File: src/rtl/spmv_pkg.sv
// Shared definitions for the SpMV line-fetch path: line geometry and the
// slot / fetcher state encodings.
package spmv_pkg;
    localparam int SPMV_LINE_BYTES = 64;
    localparam int SPMV_LINE_OFS   = 6;

    typedef enum logic [1:0] {SLOT_FREE, SLOT_PEND, SLOT_FULL} slot_state_t;
    typedef enum logic {FETCH_IDLE, FETCH_RUN} fetch_state_t;
endpackage

File: src/rtl/spmv_tag_rob.sv
// Reorder buffer for in-flight cache lines: one slot per transid, with a
// per-slot FREE/PEND/FULL state and a registered line payload.
module spmv_tag_rob #(
    parameter int NUM_TAGS = 8,
    parameter int TID_BASE = 0,
    parameter int LINE_W   = 512,
    localparam int TAG_W   = $clog2(NUM_TAGS)
) (
    input  logic              clk,
    input  logic              rst,
    input  logic              alloc_i,
    input  logic [TAG_W-1:0]  alloc_slot_i,
    input  logic              fill_val_i,
    input  logic [5:0]        fill_tid_i,
    input  logic [LINE_W-1:0] fill_data_i,
    input  logic              pop_i,
    input  logic [TAG_W-1:0]  head_i,
    input  logic [TAG_W-1:0]  issue_slot_i,
    output logic              head_full_o,
    output logic [LINE_W-1:0] head_data_o,
    output logic              slot_free_o,
    output logic              stray_o
);
    import spmv_pkg::*;

    slot_state_t       state_q [NUM_TAGS];
    slot_state_t       state_d [NUM_TAGS];
    logic [LINE_W-1:0] data_q  [NUM_TAGS];

    // 7-bit offset so ids below TID_BASE wrap far above NUM_TAGS.
    logic [6:0]       tid_ofs;
    logic [TAG_W-1:0] fill_slot;
    logic             fill_ok;

    assign tid_ofs   = {1'b0, fill_tid_i} - 7'(TID_BASE);
    assign fill_slot = tid_ofs[TAG_W-1:0];
    assign fill_ok   = fill_val_i && (tid_ofs < 7'(NUM_TAGS)) && (state_q[fill_slot] == SLOT_PEND);
    assign stray_o   = fill_val_i && !fill_ok;

    // alloc hits a FREE slot, fill a PEND slot, pop a FULL slot: never the same one.
    always_comb begin
        state_d = state_q;
        if (alloc_i) state_d[alloc_slot_i] = SLOT_PEND;
        if (fill_ok) state_d[fill_slot]    = SLOT_FULL;
        if (pop_i)   state_d[head_i]       = SLOT_FREE;
    end

    always_ff @(posedge clk) begin
        if (rst) begin
            for (int i = 0; i < NUM_TAGS; i++) state_q[i] <= SLOT_FREE;
        end else begin
            state_q <= state_d;
        end
    end

    always_ff @(posedge clk) begin
        if (fill_ok) data_q[fill_slot] <= fill_data_i;
    end

    assign head_full_o = (state_q[head_i] == SLOT_FULL);
    assign head_data_o = data_q[head_i];
    assign slot_free_o = (state_q[issue_slot_i] == SLOT_FREE);
endmodule

File: src/rtl/spmv_line_fetcher.sv
// Streams a run of 64-byte lines from L2: tags up to NUM_TAGS requests,
// reorders responses and delivers lines in address order.
module spmv_line_fetcher #(
    parameter int NUM_TAGS = 8,
    parameter int TID_BASE = 0,
    parameter int PADDR_W  = 40,
    parameter int LINE_W   = 512,
    parameter int LEN_W    = 16
) (
    input  logic               clk,
    input  logic               rst,
    input  logic               cmd_val,
    output logic               cmd_rdy,
    input  logic [PADDR_W-1:0] cmd_base_addr,
    input  logic [LEN_W-1:0]   cmd_num_lines,
    output logic               mem_req_val,
    input  logic               mem_req_rdy,
    output logic [5:0]         mem_req_transid,
    output logic [PADDR_W-1:0] mem_req_addr,
    input  logic               mem_resp_val,
    input  logic [5:0]         mem_resp_transid,
    input  logic [LINE_W-1:0]  mem_resp_data,
    output logic               line_val,
    input  logic               line_rdy,
    output logic [LINE_W-1:0]  line_data,
    output logic               line_last,
    output logic               busy,
    output logic               err_stray
);
    import spmv_pkg::*;

    localparam int TAG_W = $clog2(NUM_TAGS);

    fetch_state_t       state_q, state_d;
    logic [PADDR_W-1:0] base_q, base_d;
    logic [LEN_W-1:0]   num_q, num_d;
    logic [LEN_W-1:0]   issue_q, issue_d;
    logic [LEN_W-1:0]   pop_q, pop_d;
    logic               err_q, err_d;

    logic               run, slot_free, head_full, stray;
    logic               req_val, req_fire, pop_fire;
    logic [LINE_W-1:0]  head_data;
    logic [TAG_W-1:0]   issue_slot, head_slot;

    assign run        = (state_q == FETCH_RUN);
    assign issue_slot = issue_q[TAG_W-1:0];
    assign head_slot  = pop_q[TAG_W-1:0];

    assign req_val  = run && (issue_q < num_q) && slot_free;
    assign req_fire = req_val && mem_req_rdy;
    assign line_val = run && head_full;
    assign pop_fire = line_val && line_rdy;

    // Address and transid are gated so idle outputs read as zero.
    assign mem_req_val     = req_val;
    assign mem_req_addr    = req_val ? base_q + (PADDR_W'(issue_q) << SPMV_LINE_OFS) : '0;
    assign mem_req_transid = req_val ? 6'(TID_BASE) + 6'(issue_slot) : '0;
    assign line_data       = line_val ? head_data : '0;
    assign line_last       = line_val && (pop_q == num_q - LEN_W'(1));
    assign cmd_rdy         = (state_q == FETCH_IDLE);
    assign busy            = run;
    assign err_stray       = err_q;

    spmv_tag_rob #(
        .NUM_TAGS (NUM_TAGS),
        .TID_BASE (TID_BASE),
        .LINE_W   (LINE_W)
    ) u_rob (
        .clk          (clk),
        .rst          (rst),
        .alloc_i      (req_fire),
        .alloc_slot_i (issue_slot),
        .fill_val_i   (mem_resp_val),
        .fill_tid_i   (mem_resp_transid),
        .fill_data_i  (mem_resp_data),
        .pop_i        (pop_fire),
        .head_i       (head_slot),
        .issue_slot_i (issue_slot),
        .head_full_o  (head_full),
        .head_data_o  (head_data),
        .slot_free_o  (slot_free),
        .stray_o      (stray)
    );

    always_comb begin
        state_d = state_q;
        base_d  = base_q;
        num_d   = num_q;
        issue_d = issue_q;
        pop_d   = pop_q;
        err_d   = err_q | stray;
        unique case (state_q)
            FETCH_IDLE: begin
                if (cmd_val) begin
                    base_d  = cmd_base_addr & ~PADDR_W'(SPMV_LINE_BYTES - 1);
                    num_d   = cmd_num_lines;
                    issue_d = '0;
                    pop_d   = '0;
                    if (cmd_num_lines != '0) state_d = FETCH_RUN;
                end
            end
            FETCH_RUN: begin
                if (req_fire) issue_d = issue_q + LEN_W'(1);
                if (pop_fire) pop_d = pop_q + LEN_W'(1);
                if (pop_fire && line_last) state_d = FETCH_IDLE;
            end
            default: state_d = FETCH_IDLE;
        endcase
    end

    always_ff @(posedge clk) begin
        if (rst) begin
            state_q <= FETCH_IDLE;
            base_q  <= '0;
            num_q   <= '0;
            issue_q <= '0;
            pop_q   <= '0;
            err_q   <= 1'b0;
        end else begin
            state_q <= state_d;
            base_q  <= base_d;
            num_q   <= num_d;
            issue_q <= issue_d;
            pop_q   <= pop_d;
            err_q   <= err_d;
        end
    end
endmodule

File: config.mk
export PLATFORM = sky130hd
export DESIGN_NAME = spmv_line_fetcher
export DESIGN_NICKNAME = d
export VERILOG_FILES = /design/src/rtl/spmv_pkg.sv /design/src/rtl/spmv_tag_rob.sv /design/src/rtl/spmv_line_fetcher.sv
export SDC_FILE = /design/constraint.sdc
export NUM_CORES = 2
export LEC_CHECK = 0
export ABC_CLOCK_PERIOD_IN_PS = 97300
export CAP_MARGIN = 10
export CELL_PAD_IN_SITES_DETAIL_PLACEMENT = 0
export CELL_PAD_IN_SITES_GLOBAL_PLACEMENT = 1
export CORE_MARGIN = 10
export CORE_UTILIZATION = 32
export CTS_BUF_LIST = sky130_fd_sc_hd__clkbuf_8
export CTS_CLUSTER_SIZE = 8
export DETAILED_ROUTE_END_ITERATION = 7
export PLACE_DENSITY = 0.61
export SYNTH_ARGS = -nofsm -noshare
export SYNTH_HDL_FRONTEND = slang
export SYNTH_HIERARCHICAL = 1
export SYNTH_SLANG_ARGS = --single-unit
export TNS_END_PERCENT = 50
File: constraint.sdc
create_clock -name clk -period 97.3 [get_ports clk]
set_input_delay 19.46 -clock clk [delete_from_list [all_inputs] [get_ports clk]]
set_output_delay 19.46 -clock clk [all_outputs]
set_load 0.02 [all_outputs]
==> metrics.txt <==
outcome=finished, final reports clean; FILL cells=48290; Worst R2R Path Depth=8; Leak=62.87 nW; CTS tree=built; Ys Warns=6; iteration count of the initial detailed-routing pass=6; Slew @ Worst Pin=1210 ps; combinational share of power=0.018; nets=11687; I/O Pins=1144; class of the worst hold path=reg2reg; Worst-path clk slew=60 ps; sequential share of power=0.569; critical path peak fanout=148; ys flop type=edfxtp_1; Highest Clock Rate=34.72 MHz; CP cell instances=buf_4 > buf_4 > buf_4 > buf_12 > buf_4 > buf_4 > buf_4 > mux2_2 > a22oi_1 > o221ai_1 > and3_1 > clkdlybuf4s50_1; RR Endpoint=u_rob/data_q[1][212]; FP Rows=265; die area=552500 um^2; largest net degree at the start of global routing=155; post-synth top area cell=edfxtp_1; critical path class=reg2out; Post-DP Area=186000 um^2; Initial Util=0.3212; area delta synth->final=18.84%; fraction of synthesized area in multiplexers=0.1041; Die W=743.3 um; layout cells sized above 1=0.2245; crit path time final=28800 ps; total power=3.492 mW; RR Startpoint=u_rob/state_q[12]; FF-to-FF setup slack=91130 ps; Post CTS Setup Buffer Count=0; Pwr Density=17.55 nW/um^2; Clock Power Share=0.413; setup violators final=0; post-synthesis compound-gate area fraction=0.07973; Unique masters post-synth=84; die height=743.3 um; Routed WL=509600 um; final RePlAce weighted congestion=0.7926; Starting DRT DRC Count=7791; Critical Path Source=pop_q[0]; Crit path arrival time=9340 ps; Clock Tree Root=clkbuf_8; first-pass GRT wire length=723100 um; clock latency on the worst-skew pair=1260 ps; Vias=97129; Setup crit end=line_data[263]; mapped cell area=167400 um^2; Startpoint Class=flop; clock skew=123.5 ps; maxcap violations=0; DR DRC count=0; synthesized netlist cell count=9767; clock sinks=4196; gr usage total=0.1753; Peak VDD IR=0.01334 mV; Post-synth EDFFs=4096; worst path required time=77840 ps; routed length per instance=27.37 um; top post-synthesis cells by area=edfxtp_1 (73%), mux2_2 (10%), a22oi_1 (4.6%), o221ai_1 (2.7%), and3_1 (1.9%); Port Buffers=1128; Num CTS Buffers=709; top cell family by delay on the critical path=buffers and inverters; HPWL after DPL=292200 um; CP Buf/Inv Count=8; CTS Hold Bufs=0; Synth Area in XOR/XNOR=0.003558; CP peak stage delay=920 ps; TNS Setup=0 ps; Final period util=0.2960; initial antenna violation count=202; critical path capture point type=output pin; Psw=0.7645 mW; RSZ-0062 raised after global routing=false; Max-Slew Margin vs Limit=0.1935; largest family of logic cells by synthesized area=multiplexers; Synth Register Bits=4196; CP Depth=12; cts repair resizes=0; Net Sw Frac=0.2190; fin. max-slew vios=0; most frequent CP cell=buf_4; Post-Layout Inst Area=198900 um^2; Post-Synth Adder-Cell Area=0.002661; CTS H-tree depth=6; synthesized-area fraction occupied by and/or/nand/nor cells=0.04310; via count of the first global-routing pass=98865; Seq/Total Area, Yosys=0.7467; Internal=2.727 mW; ys async rst share=0; average size of a mapped cell=17.14 um^2; Slowest cell on crit path=buf_4; synth cell count leaders=edfxtp_1 (4096), mux2_2 (1538), a22oi_1 (1025), nand2_1 (651), and3_1 (519); core box area=521200 um^2; gr ovfl total=0; Via density=5.216; top-count cell post-synth=edfxtp_1; Synth top area share=0.7347; antenna violation net count after detailed routing=0; Hold Violations, Final=0; clk buf depth=4; Hold WS=462.7 ps
registers in the layout, summed over array words and instances (netlist names):
signal         cells
issue_q           16
num_q             16
u_rob/data_q    4096
base_q            34
u_rob/state_q     16
pop_q             16
busy               1
err_stray          1
cell families (layout without fill, tap and decap cells):
family / Yosys count / count (layout)
buf+inv: 769 / 2607
compound gates: 1722 / 1722
fa+ha+maj: 35 / 35
other cells: 1 / 75
mux: 1545 / 1545
xor+xnor: 68 / 68
flops: 4196 / 4196
simple gates: 1431 / 1431
power groups by stage:
stage,sequential (mW),clock (mW),combinational [mW]
floorplan,2.02,0,0.0142
global placement,2.02,0,0.0615
detailed placement,2.02,0,0.0649
CTS,1.99,1.49,0.0652
global route,1.99,1.57,0.0705
finish,1.99,1.44,0.0646
worst min-delay path by stage:
stage	start	to	slack [ps]	cells after the start
floorplan	base_q[10]	base_q[10]	440	2
global placement	base_q[13]	base_q[13]	450	2
detailed placement	base_q[13]	base_q[13]	460	2
CTS	base_q[13]	base_q[13]	470	2
global route	base_q[13]	base_q[13]	500	2
finish	base_q[10]	base_q[10]	460	2
layout make-up:
class | instances | area [um^2] | area share
repair buffers | 1321 | 13040 | 0.06552
clock inverters | 531 | 2835 | 0.01425
well taps | 6942 | 8686 | 0.04366
clock buffers | 721 | 9923 | 0.04988
inverters | 34 | 150.1 | 0.0007547
diodes | 66 | 165.2 | 0.0008302
multi-input cells | 4810 | 39140 | 0.1967
flip-flops and latches | 4196 | 125000 | 0.6284
tightest hold or removal path, delay by kind of cell, from the launching register on:
| kind | cells | cell delay [ps] |
|---|---|---|
| flops | 1 | 310 |
| simple gates | 1 | 50 |
| compound gates | 1 | 50 |
per-stage QoR:
stage                     utilization  setup WS (ps)  instances
final                          0.3817          68500      18621
after global placement         0.3569          69710      17303
after CTS                      0.3814          68210      18555
after detailed placement       0.3569          69590      17303
after floorplan                     -          22140       9775
after global routing           0.3815          67920      18579
routing by layer:
metal | wire [um] | track usage
met2 | 238800 | 0.2838
met5 | 826 | 0
met1 | 215000 | 0.2312
met4 | 14360 | 0.05176
met3 | 40610 | 0.04663
cells in the final DEF, fill, tap and decap left out, types with 11 or more instances in the layout:
cell,synthesis,layout
or3_1,11,11
buf_12,0,24
inv_1,34,268
xor2_1,31,31
nand3_1,32,32
a21oi_1,83,83
clkdlybuf4s50_1,0,1127
ha_1,34,34
nor3_1,16,16
o221ai_1,513,513
xnor2_1,37,37
clkinv_1,0,184
edfxtp_1,4096,4096
nand2_1,651,651
inv_12,0,17
clkbuf_8,0,721
dfxtp_1,100,96
a22oi_1,1025,1025
buf_4,57,169
and3_1,519,519
nand4_1,21,21
o21ai_0,26,26
clkinv_2,0,49
nor4_1,19,19
diode_2,0,66
mux2_2,1538,1538
nor2_1,88,88
Power figures use the tool's default switching activity.
